===== config.mk =====
export PLATFORM = sky130hd
export DESIGN_NAME = req_capture_stage
export DESIGN_NICKNAME = d
export VERILOG_FILES = /design/src/rtl/req_capture_stage_pkg.sv /design/src/rtl/req_capture_stage_pick_highest.sv /design/src/rtl/req_capture_stage.sv
export SDC_FILE = /design/constraint.sdc
export NUM_CORES = 1
export LEC_CHECK = 0
export ABC_AREA = 1
export BUFFER_PORTS_ARGS = -buffer_cell sky130_fd_sc_hd__clkbuf_2
export CORE_ASPECT_RATIO = 0.75
export CORE_UTILIZATION = 52
export DETAILED_ROUTE_END_ITERATION = 10
export PLACE_DENSITY = 0.84
export SYNTH_ARGS = -nofsm -noshare
export SYNTH_HDL_FRONTEND = slang
export SYNTH_SLANG_ARGS = --single-unit

===== constraint.sdc =====
create_clock -name clk -period 1.6 [get_ports clk]
set_input_delay 0.08 -clock clk [delete_from_list [all_inputs] [get_ports clk]]
set_output_delay 0.08 -clock clk [all_outputs]
set_load 0.03 [all_outputs]

===== src/rtl/req_capture_stage_pkg.sv =====
// Shared types and helpers for the request capture stage.
package req_capture_stage_pkg;

  typedef enum logic [0:0] {IDLE, OFFER} cap_state_t;

  function automatic int line_cnt(input int n);
    return 1 << n;
  endfunction

endpackage


===== src/rtl/req_capture_stage_pick_highest.sv =====
// Combinational highest-set-bit index plus any-set flag; zero latency.
module pick_highest
  import req_capture_stage_pkg::*;
#(
  parameter int N = 3
) (
  input  logic [line_cnt(N)-1:0] vec,
  output logic [N-1:0]           idx,
  output logic                   any
);

  always_comb begin
    idx = '0;
    any = 1'b0;
    // Ascending scan so the last (highest) set bit overrides lower ones.
    for (int i = 0; i < line_cnt(N); i++) begin
      if (vec[i]) begin
        idx = i[N-1:0];
        any = 1'b1;
      end
    end
  end

endmodule


===== src/rtl/req_capture_stage.sv =====
// Captures request rising edges into sticky pending bits and offers the highest eligible index on valid/ready.
// Edge to pending 1 cycle, to out_valid 2 cycles; an offer holds until out_ready, then one IDLE cycle before the next.
module req_capture_stage
  import req_capture_stage_pkg::*;
#(
  parameter int N     = 3,
  parameter int CNT_W = 8
) (
  input  logic                   clk,
  input  logic                   rst_n,
  input  logic                   enable,
  input  logic [line_cnt(N)-1:0] req,
  input  logic [line_cnt(N)-1:0] mask,
  output logic [line_cnt(N)-1:0] pend_vec,
  output logic                   out_valid,
  output logic [N-1:0]           out_idx,
  input  logic                   out_ready,
  output logic [CNT_W-1:0]       ovf_cnt
);

  localparam int L = line_cnt(N);

  cap_state_t       state_q, state_d;
  logic [L-1:0]     req_q, req_d;
  logic [L-1:0]     pending_q, pending_d;
  logic [L-1:0]     pend_vec_q, pend_vec_d;
  logic [N-1:0]     out_idx_q, out_idx_d;
  logic [CNT_W-1:0] ovf_cnt_q, ovf_cnt_d;

  logic [L-1:0] rise;
  logic [L-1:0] clr;
  logic         accept;
  logic [N-1:0] sel_idx;
  logic         sel_any;

  // Selection runs over the registered pend_vec, i.e. exactly what the encoder sees,
  // so a mask change takes effect on offers one cycle after it is applied.
  pick_highest #(.N(N)) u_pick (
    .vec (pend_vec_q),
    .idx (sel_idx),
    .any (sel_any)
  );

  always_comb begin
    accept = (state_q == OFFER) && out_ready;
    rise   = req & ~req_q;
    req_d  = req;

    clr = '0;
    clr[out_idx_q] = accept;

    // Set wins over clear so an edge on the accept cycle is re-offered later.
    pending_d  = rise | (pending_q & ~clr);
    pend_vec_d = pending_d & mask;

    ovf_cnt_d = ovf_cnt_q;
    if ((|(rise & pending_q & ~clr)) && (ovf_cnt_q != {CNT_W{1'b1}})) begin
      ovf_cnt_d = ovf_cnt_q + 1'b1;
    end

    state_d   = state_q;
    out_idx_d = out_idx_q;
    unique case (state_q)
      IDLE: begin
        if (enable && sel_any) begin
          out_idx_d = sel_idx;
          state_d   = OFFER;
        end
      end
      OFFER: begin
        if (out_ready) state_d = IDLE;
      end
      default: state_d = IDLE;
    endcase
  end

  always_ff @(posedge clk) begin
    if (!rst_n) begin
      state_q    <= IDLE;
      req_q      <= '0;
      pending_q  <= '0;
      pend_vec_q <= '0;
      out_idx_q  <= '0;
      ovf_cnt_q  <= '0;
    end else begin
      state_q    <= state_d;
      req_q      <= req_d;
      pending_q  <= pending_d;
      pend_vec_q <= pend_vec_d;
      out_idx_q  <= out_idx_d;
      ovf_cnt_q  <= ovf_cnt_d;
    end
  end

  assign pend_vec  = pend_vec_q;
  assign out_valid = (state_q == OFFER);
  assign out_idx   = out_idx_q;
  assign ovf_cnt   = ovf_cnt_q;

endmodule


==> results.cfg, run 1 <==
[yosys]
synth_mux_area_share_pct = 0
register_bit_total_from_synthesis = 36
adder_and_majority_gate_portion_of_the_synthesized_area_pct = 0.784
yosysWarningCount = 0
synth_seq_area_share_pct = 45.2
synth-xor-area-share_pct = 0
synth_cell_type_count = 17
syn-instance-count = 229
yosys.area_share.simple_pct = 32.5
mappedNetlistNets = 250
synth_top_family_by_area = simple AND/OR/NAND/NOR gates
synth_compound_gate_area_share_pct = 9.65
synth.avg_cell_area_um2 = 6.97
synthesis.area_um2 = 1600

[power]
internal-power_mw = 1.45
p_seq_share_pct = 49.7
comb_power_share_pct = 17.9
max-vdd-ir-drop_mv = 0.675
total_power_density_per_cell_area_nw_per_um2 = 1010
clock_share_of_power_pct = 32.3
cellLeakagePower_nw = 1.03
totalPowerFinal_mw = 2.03
switching_share_pct = 28.8
switching_power_uw = 584

[global_routing]
antenna_found_initial = 0
grt.total_usage_pct = 22.5
maximum_number_of_pins_on_one_net_before_global_route_repair = 21
first_global_vias = 1325
grt.overflow.total = 0
grt_first_pass_wirelength_mm = 5.46

[route]
drt-initial-drc-count = 94
detail_route.drc_violations = 0
route.antenna.remaining_nets = 0
detail_route.wl_per_cell_um = 10.1
num_vias = 1481
drt_pre_antenna_iters = 4
detail_route.wirelength_mm = 3.24
vias_per_cell = 4.63

[placed_design]
placedInstanceArea_um2 = 1820
place_congestion = 0.823
detailed_place_hpwl_mm = 2.44
io_buffers = 39
place.detailed.instances = 304

[timing]
final_report_max_slew_violation_count = 0
finalHoldViolations = 0
grt_setup_unrepaired = no
timing_worst_slew_pin_value_ns = 0.483
minimum_clock_period_after_layout_ns = 1.47
fin_skew_ns = 0.00423
fin_crit_sh_pct = 92.0
setup_tns_ns = 0
setup-violations-final = 0
timing.fmax_mhz = 680
slew_headroom_pct = 67.7

[clock_network]
htree_num_levels = 2
cell_at_the_root_of_the_clock_tree = clkbuf_8
ctsLongestPathBuffers = 2
clock-sinks = 36
clock_insertion_delay_worst_skew_ns = 0.29
cts_tree = built
tritoncts.num_buffers = 5
cts.clk_slew.worst_paths_ns = 0.07

[worst_hold_path]
min_path_type = primary input to flop
min_to = pend_vec[2]$_SDFF_PN0_
worst_hold_startpoint = mask[2]
hold_depth = 2

[setup_path]
r2r-start = ovf_cnt[0]$_SDFFE_PN0P_
critical_path.max_stage_delay_ns = 0.36
worst_setup_path_start_kind = flop
r2r.worst_path.cells = 8
critical_path_class = flop to flop
worstSetupEndpointType = flop
reg2reg_slack_ns = 0.13
timing.critical_path.mode_cell = nor2_1
cp_cell_sequence = ha_1 -> nand3_1 -> nor2_1 -> nand2_1 -> nand2_2 -> nor2_1 -> a21oi_1 -> nor2_1
cp_max_fo = 6
reg2reg_to = ovf_cnt[5]$_SDFFE_PN0P_
slowest_stage = dfxtp_2
worst_ep_arrival_time_ns = 1.66
required_time_worst_endpoint_ns = 1.79

[layout]
antenna_diode_instance_count = 0
net_count_of_the_finished_layout = 302
layoutNonFillerInstCount = 320
final_common_cell = nand2_1
finish.instance_area_um2 = 2020
layout.cells.most_common_list = nand2_1, inv_1, nor2_1
flow.area_growth_from_synthesis_pct = 26.5
layout-drive-gt1-share_pct = 22.0
layout.filler_cells = 251
seqCellArea_um2 = 728
multi_input_comb_area_um2 = 704

[floorplanning]
placement_rows = 17
die-area_um2 = 3300
die_h_um = 50.0
top_level_ports = 40
initial_utilization_pct = 54.3
die_width_um = 66.0
core_um2 = 2940

[job]
drv_cap = 0

[outcome]
run_status = complete, no violations
[critical path, delay by kind of cell, from the launching register on]
kind	cells	cell delay, ns
AOI/OAI and AO/OA	1	0.15
adders and majority gates	1	0.22
DFF	1	0.36
and+or+nand+nor	6	0.64
[cell usage after synthesis, drive strengths merged]
| master | instances | share of area (%) |
|---|---|---|
| o311ai | 1 | 0.55 |
| nor2 | 46 | 11 |
| a21oi | 12 | 3.8 |
| clkbuf | 3 | 1.3 |
| nand3 | 12 | 4.4 |
| a21boi | 8 | 3.8 |
| buf | 1 | 0.71 |
| o21ai | 5 | 1.6 |
| nand2 | 54 | 13 |
| ha | 1 | 0.78 |
| nor3b | 8 | 3.8 |
| inv | 42 | 9.9 |
| dfxtp | 36 | 45 |
[metrics by stage]
| step | utilization (%) | hold slack [ns] | setup slack (ns) |
|---|---|---|---|
| floorplan | - | 0.173 | 0.0182 |
| finish | 68.8 | 0.0288 | 0.129 |
| detailed placement | 62.1 | 0.279 | 0.0475 |
| global route | 68.8 | 0.0300 | 0.00115 |
| global placement | 62.1 | 0.275 | 0.0993 |
| CTS | 67.9 | 0.0223 | 0.0463 |
[layer usage]
metal / up-vias / GRT usage, % / routed length [um]
met5: - / 0 / 0
met4: 0 / 9.57 / 66
met3: 7 / 6.94 / 193
met2: 31 / 34.2 / 1420
met1: 649 / 29.2 / 1570
li1: 794 / - / -
[registers in the layout (all words and copies together), names as in the netlist]
register and count:
pending_q 8, out_valid 1, out_idx 3, ovf_cnt 8
pend_vec 8, req_q 8
[layout make-up]
type / count / area share [%]
Clock buffer: 8 / 4.46
Inverter: 42 / 7.81
Timing Repair Buffer: 49 / 14.4
Tap cell: 38 / 2.36
Sequential cell: 36 / 36.1
Multi-Input combinational cell: 147 / 34.9
[what timing repair did]
item	in CTS	in global routing
hold buffers	8	0
setup buffers	0	0
resized for setup	0	8
endpoints found under the hold margin	8	0
setup endpoints to repair	0	8
[worst max-delay path by stage]
stage / start / end / cells past startpoint
global placement: out_idx[0]$_SDFFE_PN0P_ / ovf_cnt[1]$_SDFFE_PN0P_ / 9
finish: ovf_cnt[0]$_SDFFE_PN0P_ / ovf_cnt[5]$_SDFFE_PN0P_ / 8
detailed placement: out_idx[0]$_SDFFE_PN0P_ / ovf_cnt[1]$_SDFFE_PN0P_ / 9
CTS: out_idx[0]$_SDFFE_PN0P_ / ovf_cnt[1]$_SDFFE_PN0P_ / 9
floorplan: out_idx[0]$_SDFFE_PN0P_ / ovf_cnt[2]$_SDFFE_PN0P_ / 10
global route: ovf_cnt[0]$_SDFFE_PN0P_ / ovf_cnt[7]$_SDFFE_PN0P_ / 8
[kinds of logic after synthesis]
logic type      after synthesis
compound gates               26
flops                        36
buf+inv                      46
simple gates                120
fa+ha+maj                     1
[power groups by stage]
| stage | Combinational [mW] | Clock (mW) | Sequential [mW] |
|---|---|---|---|
| after floorplan | 0.190 | 0 | 1.08 |
| after global placement | 0.334 | 0 | 1.02 |
| after detailed placement | 0.340 | 0 | 1.03 |
| after CTS | 0.356 | 0.674 | 1.01 |
| after global routing | 0.411 | 0.708 | 1.02 |
| final | 0.364 | 0.656 | 1.01 |
Power figures use the tool's default switching activity.
==> run 2: changes to the inputs <==
--- a/config.mk
+++ b/config.mk
@@ -7,10 +7,11 @@
 export LEC_CHECK = 0
 export ABC_AREA = 1
 export BUFFER_PORTS_ARGS = -buffer_cell sky130_fd_sc_hd__clkbuf_2
-export CORE_ASPECT_RATIO = 0.75
+export CORE_ASPECT_RATIO = 2
 export CORE_UTILIZATION = 52
 export DETAILED_ROUTE_END_ITERATION = 10
 export PLACE_DENSITY = 0.84
+export RECOVER_POWER = 100
 export SYNTH_ARGS = -nofsm -noshare
 export SYNTH_HDL_FRONTEND = slang
 export SYNTH_SLANG_ARGS = --single-unit
==> run 2 against run 1 <==
Net effect:
- cell area is 0.43% higher
- critical endpoint is now ovf_cnt[6]$_SDFFE_PN0P_
- flip-flop and latch count is the same
- total power grew 10%
- worst setup slack better by 0.026 ns
- non-clock buffer count is 1 higher
- register-to-register slack better by 0.03 ns
==> results.cfg, run 2 (same netlist as run 1, synthesis figures left out) <==
[route]
detail_route.wirelength_mm = 3.48
route.antenna.remaining_nets = 0
drt-initial-drc-count = 26
num_vias = 1497
vias_per_cell = 4.78
drt_pre_antenna_iters = 4
detail_route.drc_violations = 0
detail_route.wl_per_cell_um = 11.1

[clock_network]
cts.repair_timing.setup_buffer_count = 0
cell_at_the_root_of_the_clock_tree = clkbuf_8
clock-sinks = 36
clock_insertion_delay_worst_skew_ns = 0.29
cts.clk_slew.worst_paths_ns = 0.07
htree_num_levels = 2
ctsLongestPathBuffers = 2
cts_tree = built
tritoncts.num_buffers = 5

[layout]
antenna_diode_instance_count = 0
layout.cells.most_common_list = nand2_1, inv_1, nor2_1
flow.area_growth_from_synthesis_pct = 27.1
layoutNonFillerInstCount = 313
post-route-util_pct = 68.9
finish.instance_area_um2 = 2030
net_count_of_the_finished_layout = 303
layout-drive-gt1-share_pct = 15.5
final_common_cell = nand2_1

[floorplanning]
core_um2 = 2940
top_level_ports = 40
die_width_um = 41.2
die_h_um = 80.3
placement_rows = 28
die-area_um2 = 3310
initial_utilization_pct = 54.2

[setup_path]
r2r-start = out_idx[0]$_SDFFE_PN0P_
worstSetupEndpointType = flop
required_time_worst_endpoint_ns = 1.79
startpoint = out_idx[0]$_SDFFE_PN0P_
critical_path_class = flop to flop
worst_setup_path_start_kind = flop
worst_ep_arrival_time_ns = 1.63
cp_max_fo = 16

[global_routing]
grt_first_pass_wirelength_mm = 5.29
grt.total_usage_pct = 23.7
maximum_number_of_pins_on_one_net_before_global_route_repair = 21
antenna_found_initial = 0
first_global_vias = 1368
grt.overflow.total = 0

[timing]
grt_setup_unrepaired = no
final.hold.worst_slack_ns = 0.0298
setup_tns_ns = 0
setup-violations-final = 0
finalHoldViolations = 0
final_report_max_slew_violation_count = 0
slew_headroom_pct = 68.3
fin_skew_ns = 0.00736
final_critical_path_setup_slack_ns = 0.155
timing_worst_slew_pin_value_ns = 0.475
timing.fmax_mhz = 692
fin_crit_sh_pct = 90.3
minimum_clock_period_after_layout_ns = 1.45

[worst_hold_path]
worst_hold_startpoint = mask[2]
min_path_type = primary input to flop

[power]
cellLeakagePower_nw = 0.975
p_seq_share_pct = 45.4
max-vdd-ir-drop_mv = 0.936
total_power_density_per_cell_area_nw_per_um2 = 1100
comb_power_share_pct = 16.1
switching_share_pct = 26.8
switching_power_uw = 597
clock_share_of_power_pct = 38.5
totalPowerFinal_mw = 2.23
internal-power_mw = 1.64

[job]
drv_cap = 0

[placed_design]
detailed_place_hpwl_mm = 2.65
place.detailed.instances = 297
place_congestion = 0.821
placedInstanceArea_um2 = 1820
io_buffers = 39
dpl_worst_slack_ns = 0.00267

[outcome]
run_status = complete, no violations
## run 2: layer usage
layer	vias to the layer above	share of wire [%]	GRT usage, %
li1	798	-	-
met5	-	0	0
met4	0	3.6	14.2
met2	40	56	43.3
met1	649	37	19.9
met3	10	3.9	5.80
## run 2: power groups by stage
stage | sequential, mW | clock (mW) | combinational, mW
floorplan | 1.08 | 0 | 0.190
detailed placement | 1.03 | 0 | 0.344
global placement | 1.02 | 0 | 0.337
finish | 1.01 | 0.860 | 0.359
global route | 1.02 | 0.911 | 0.401
CTS | 1.01 | 0.876 | 0.361
## run 2: worst max-delay path: stages (launching register included)
cell     delay, ns
dfxtp_2       0.40
inv_1         0.09
nor2_4        0.14
nand2_1       0.09
nand2_1       0.06
nand2_1       0.07
nor2_2        0.15
nand2_4       0.13
a21oi_1       0.15
nor2_1        0.06
## run 2: path summary, 6_finish.rpt
path / slack [ns] / cells past startpoint / end
worst max-delay path: 0.15 / 9 / ovf_cnt[6]$_SDFFE_PN0P_
worst min-delay path: 0.03 / 2 / pend_vec[2]$_SDFF_PN0_
worst max register to register: 0.15 / 9 / ovf_cnt[6]$_SDFFE_PN0P_
worst min register to register: 0.48 / 2 / out_valid$_SDFF_PN0_
## run 2: area by class of cell
type / instances / area, um^2
clock inverters: 1 / 30.0
multi-input cells: 147 / 707
repair buffers: 50 / 272
flip-flops and latches: 36 / 727
inverters: 42 / 158
fillers: 265 / 916
well taps: 30 / 37.5
clock buffers: 7 / 96.3
## run 2: what timing repair did
action	CTS	global route
gates resized for setup	0	8
hold buffers	8	0
setup endpoints to repair	0	8
hold endpoints to repair	8	0
